File: config.mk
export PLATFORM = sky130hd
export DESIGN_NAME = gcd_arbiter
export DESIGN_NICKNAME = d
export VERILOG_FILES = /design/src/rtl/gcd_arbiter.sv
export SDC_FILE = /design/constraint.sdc
export NUM_CORES = 1
export LEC_CHECK = 0
export ABC_AREA = 1
export CAP_MARGIN = 20
export CORE_AREA = 2 2 158 160
export CTS_CLUSTER_DIAMETER = 50
export DETAILED_ROUTE_END_ITERATION = 16
export DIE_AREA = 0 0 160 162
export PLACE_DENSITY = 0.75
export SYNTH_ARGS = -nofsm -noshare
export SYNTH_HDL_FRONTEND = slang
export SYNTH_SLANG_ARGS = --single-unit
File: constraint.sdc
create_clock -name clockInput -period 5.5 [get_ports clockInput]
set_input_delay 1.1 -clock clockInput [delete_from_list [all_inputs] [get_ports clockInput]]
set_output_delay 1.1 -clock clockInput [all_outputs]
set_load 0.02 [all_outputs]
File: src/rtl/gcd_arbiter.sv
// Round-robin arbiter sharing one gcd_top core among NUM_REQ requesters,
// with a zero-operand bypass and a single job in flight.
module gcd_arbiter #(
    parameter int unsigned WIDTH   = 32,
    parameter int unsigned NUM_REQ = 4,
    parameter int unsigned IDX_W   = 2
) (
    input  logic                     clockInput,
    input  logic                     resetInput,
    input  logic [NUM_REQ-1:0]       reqReadyInput,
    input  logic [NUM_REQ*WIDTH-1:0] reqADataInput,
    input  logic [NUM_REQ*WIDTH-1:0] reqBDataInput,
    output logic [NUM_REQ-1:0]       reqAckOutput,
    output logic [NUM_REQ-1:0]       respReadyOutput,
    output logic [WIDTH-1:0]         respDataOutput,
    input  logic [NUM_REQ-1:0]       respAckInput,
    output logic                     coreAReadyOutput,
    output logic [WIDTH-1:0]         coreADataOutput,
    input  logic                     coreAAckInput,
    output logic                     coreBReadyOutput,
    output logic [WIDTH-1:0]         coreBDataOutput,
    input  logic                     coreBAckInput,
    input  logic                     coreOReadyInput,
    input  logic [WIDTH-1:0]         coreODataInput,
    output logic                     coreOAckOutput,
    output logic [IDX_W-1:0]         grantIndexOutput,
    output logic                     busyOutput
);

    localparam logic [IDX_W:0]   NUM_REQ_W = (IDX_W+1)'(NUM_REQ);
    localparam logic [IDX_W-1:0] LAST_IDX  = IDX_W'(NUM_REQ - 1);

    typedef enum logic [2:0] {
        S_IDLE,
        S_ACK,
        S_ISSUE,
        S_WAIT,
        S_RESPOND
    } state_t;

    state_t             state, state_n;
    logic [IDX_W-1:0]   ptr, ptr_n;
    logic [IDX_W-1:0]   grant_n;
    logic [WIDTH-1:0]   a_n, b_n, data_n;
    logic [NUM_REQ-1:0] req_ack_n, resp_ready_n, grant_oh;
    logic               core_a_ready_n, core_b_ready_n, core_o_ack_n, busy_n;
    logic               a_done, b_done;

    logic [WIDTH-1:0]   a_arr [NUM_REQ];
    logic [WIDTH-1:0]   b_arr [NUM_REQ];
    logic               found;
    logic [IDX_W-1:0]   win;
    logic [IDX_W:0]     sum;

    // Unpack the flat operand buses into per-requester arrays.
    for (genvar gi = 0; gi < NUM_REQ; gi++) begin : g_unpack
        assign a_arr[gi] = reqADataInput[gi*WIDTH +: WIDTH];
        assign b_arr[gi] = reqBDataInput[gi*WIDTH +: WIDTH];
    end

    assign grant_oh = NUM_REQ'(1) << grantIndexOutput;

    // Round-robin search: first pending requester starting at ptr.
    always_comb begin
        found = 1'b0;
        win   = '0;
        sum   = '0;
        for (int unsigned i = 0; i < NUM_REQ; i++) begin
            sum = {1'b0, ptr} + (IDX_W+1)'(i);
            if (sum >= NUM_REQ_W) begin
                sum = sum - NUM_REQ_W;
            end
            if (!found && reqReadyInput[sum[IDX_W-1:0]]) begin
                found = 1'b1;
                win   = sum[IDX_W-1:0];
            end
        end
    end

    // Next-state and next-output logic.
    always_comb begin
        state_n        = state;
        ptr_n          = ptr;
        grant_n        = grantIndexOutput;
        a_n            = coreADataOutput;
        b_n            = coreBDataOutput;
        data_n         = respDataOutput;
        req_ack_n      = '0;
        resp_ready_n   = respReadyOutput;
        core_a_ready_n = coreAReadyOutput;
        core_b_ready_n = coreBReadyOutput;
        core_o_ack_n   = 1'b0;
        a_done         = !coreAReadyOutput || coreAAckInput;
        b_done         = !coreBReadyOutput || coreBAckInput;
        case (state)
            S_IDLE: begin
                if (found) begin
                    state_n   = S_ACK;
                    grant_n   = win;
                    a_n       = a_arr[win];
                    b_n       = b_arr[win];
                    req_ack_n = NUM_REQ'(1) << win;
                end
            end
            S_ACK: begin
                if (coreADataOutput == '0 || coreBDataOutput == '0) begin
                    state_n      = S_RESPOND;
                    data_n       = coreADataOutput | coreBDataOutput;
                    resp_ready_n = grant_oh;
                end else begin
                    state_n        = S_ISSUE;
                    core_a_ready_n = 1'b1;
                    core_b_ready_n = 1'b1;
                end
            end
            S_ISSUE: begin
                core_a_ready_n = !a_done;
                core_b_ready_n = !b_done;
                if (a_done && b_done) begin
                    state_n = S_WAIT;
                end
            end
            S_WAIT: begin
                if (coreOReadyInput) begin
                    state_n      = S_RESPOND;
                    data_n       = coreODataInput;
                    core_o_ack_n = 1'b1;
                    resp_ready_n = grant_oh;
                end
            end
            S_RESPOND: begin
                if (respAckInput[grantIndexOutput]) begin
                    state_n      = S_IDLE;
                    resp_ready_n = '0;
                    ptr_n        = (grantIndexOutput == LAST_IDX) ? '0
                                                                  : grantIndexOutput + 1'b1;
                end
            end
            default: begin
                state_n = S_IDLE;
            end
        endcase
        busy_n = (state_n != S_IDLE);
    end

    // State and registered outputs.
    always_ff @(posedge clockInput) begin
        if (resetInput) begin
            state            <= S_IDLE;
            ptr              <= '0;
            grantIndexOutput <= '0;
            coreADataOutput  <= '0;
            coreBDataOutput  <= '0;
            respDataOutput   <= '0;
            reqAckOutput     <= '0;
            respReadyOutput  <= '0;
            coreAReadyOutput <= 1'b0;
            coreBReadyOutput <= 1'b0;
            coreOAckOutput   <= 1'b0;
            busyOutput       <= 1'b0;
        end else begin
            state            <= state_n;
            ptr              <= ptr_n;
            grantIndexOutput <= grant_n;
            coreADataOutput  <= a_n;
            coreBDataOutput  <= b_n;
            respDataOutput   <= data_n;
            reqAckOutput     <= req_ack_n;
            respReadyOutput  <= resp_ready_n;
            coreAReadyOutput <= core_a_ready_n;
            coreBReadyOutput <= core_b_ready_n;
            coreOAckOutput   <= core_o_ack_n;
            busyOutput       <= busy_n;
        end
    end

endmodule
==> results.cfg <==
[layout]
layout_commonest_cell = nand2_1
nNetsFinal = 1927
mostFrequentLayoutCells = nand2_1 (427), clkdlybuf4s50_1 (410), nand3_1 (315)
fill_cells = 2428
antenna_cells = 0
layout-drive-gt1-share_pct = 3.91
area.growth.synth_to_final_pct = 63.6

[detailed_routing]
routed_wl_um = 36200
wl_per_cell_um = 18.5
first_pass_iters = 8
viasPerCell = 5.19
drc_errors = 0
ant_nets = 0
drt_iter0_drc = 966
vias = 10200

[cts]
cts_tree = yes
cts.repair.resized = 0
holdBufCountCts = 0
htreeDepth = 4
clk_latency_ns = 0.41
clock_path_buffers = 2
clkTransAtPathRegs_ns = 0.06
clockRootBuffer = clkbuf_16
clock-sinks = 115
cts_buffers = 17
postCtsSetupRepairBufs = 0

[logic_synthesis]
syn_inst = 1267
synth_warnings = 0
syn_area_mm2 = 0.00760
syn-num-nets = 1572
avgSynthCellArea_um2 = 6.00
synth_cell_type_count = 28
synth_seq_area_share_pct = 30.3
ys_ff_latch = 115

[worst_hold_path]
hold_path.class = flop to flop
worstHoldStart = respDataOutput[2]

[timing]
tightest_slew_ns = 0.961
finalCritPeriodShare_pct = 62.5
finalCriticalPeriod_ns = 3.44
final_hold_viol_count = 0
setup_tns_ns = 0
setup_viol = 0
max_slew_margin_pct = 35.8
fin_hold_ws_ns = 0.479
fin_skew_ns = 0.00959
maxSlewViolCount = 0
fmax_mhz = 291
rsz0062_at_grt = false

[critical_path]
critPathRequiredTime_ns = 5.81
worstPathArrival_ns = 3.74
r2r-end = coreBDataOutput[14]
crit_type = primary input to flop
critPathCapture = coreADataOutput[6]
ff2ff_path_depth = 14
startpoint = reqReadyInput[3]
rr_startpoint = ptr[0]
rrSetupSlack_ns = 2.43
crit_fanout = 55
cp-start-kind = primary input
end_kind = flop

[power_and_ir_drop]
vdd_drop_max_mv = 0.167
p_leak_nw = 5.52
p_per_area_mw_per_mm2 = 331

[place]
place_hpwl_um = 27400
routabilityCongestion = 0.940
port_buffers = 410

[floorplanning]
die_height_um = 162
die_x_um = 160
io_pins = 411
die_area_mm2 = 0.0259
coreArea_mm2 = 0.0241
rows = 57
initial_utilization_pct = 31.5

[grt]
grt_pass1_wl_um = 54400
grt_antenna_before_repair = 0
grt_use_total_pct = 27.0
grt_overflow = 0
grt_max_degree = 87
grt_pass1_vias = 9574

[run_status]
status = complete, no violations

[flow_run]
cap_violations = 0
[flip-flops by register name, summed over array words and instances, names as in the netlist]
name and count:
state 3, busyOutput 1, respDataOutput 32, coreOAckOutput 1
ptr 2, coreADataOutput 32, grantIndexOutput 2, coreAReadyOutput 1
coreBDataOutput 32, respReadyOutput 4, reqAckOutput 4, coreBReadyOutput 1
[how the worst min path moves through the flow]
stage                          to  slack, ns  depth (start not counted)
2_1_floorplan              ptr[1]       0.51                          2
3_3_place_gp    respDataOutput[1]       0.47                          2
3_5_place_dp   coreADataOutput[4]       0.47                          2
4_1_cts         respDataOutput[2]       0.48                          2
5_1_grt        respDataOutput[21]       0.50                          2
6_report        respDataOutput[2]       0.48                          2
[report_power, final]
part | internal, mW | switching, mW | total [mW] | leakage, nW
Clock | 0.635 | 0.454 | 1.09 | 0.279
Sequential | 1.00 | 0.268 | 1.27 | 0.943
Combinational | 0.755 | 1.00 | 1.76 | 4.29
[critical path, stage by stage]
cell and delay, ns:
clkdlybuf4s50_1 0.48, inv_1 0.06, nand2_1 0.07, nand3_1 0.11
nand2_2 0.13, nor2_1 0.07, nor2_2 0.15, nand2_4 0.40
nand2_4 0.26, buf_4 0.46, nand2_1 0.10, nand3_1 0.10
nand2_1 0.07, nand2_1 0.05, nand2_1 0.06
[cell usage after synthesis, drive strengths merged]
master  count  area share [%]
o311ai      1            0.12
clkbuf     31             1.5
o22ai       1           0.082
nand4       6            0.49
ha          4            0.66
dfxtp     115              30
nand3b     55             5.4
o21ai      40             2.6
clkinv      1           0.049
nand3     316              21
or2         2            0.16
a21oi      37             2.4
o22a        1            0.12
nor2       46             2.4
buf        59             4.7
inv       105             5.2
nor4       14             1.2
nand2     433              22
[per-stage QoR]
stage	power (mW)	cell area (um2)	utilization [%]	setup slack (ns)	cells
after floorplan	2.10	7600	-	3.07	1267
after global placement	2.99	11800	48.8	1.63	1923
after detailed placement	3.01	11800	49.0	1.72	1925
after CTS	4.10	12400	51.3	2.15	1957
after global routing	4.34	12400	51.5	1.89	1959
final	4.12	12400	51.5	2.06	1959
[cell type report]
type	instances	area [um2]	area share [%]
multi-input combinational	956	4440	35.8
timing repair buffer	426	4300	34.6
sequential	115	2300	18.5
clock buffer	17	425	3.42
tap	324	405	3.26
inverter	106	398	3.20
clock inverter	15	148	1.19
[routing by layer]
metal  wire (um)  global-route usage [%]  vias up
li1            -                       -     4846
met1       14500                    34.0     4630
met2       16900                    44.9      586
met3        3400                    5.87       97
met4        1420                    11.6        0
met5           0                       0        -
[cells by family after synthesis]
logic type / after synthesis / synth area share (%)
buffers and inverters: 196 / 11.4
and+or+nand+nor: 872 / 52.2
AOI/OAI and AO/OA: 80 / 5.39
adders and majority gates: 4 / 0.659
DFF: 115 / 30.3
(Power assumes the default switching activity.)
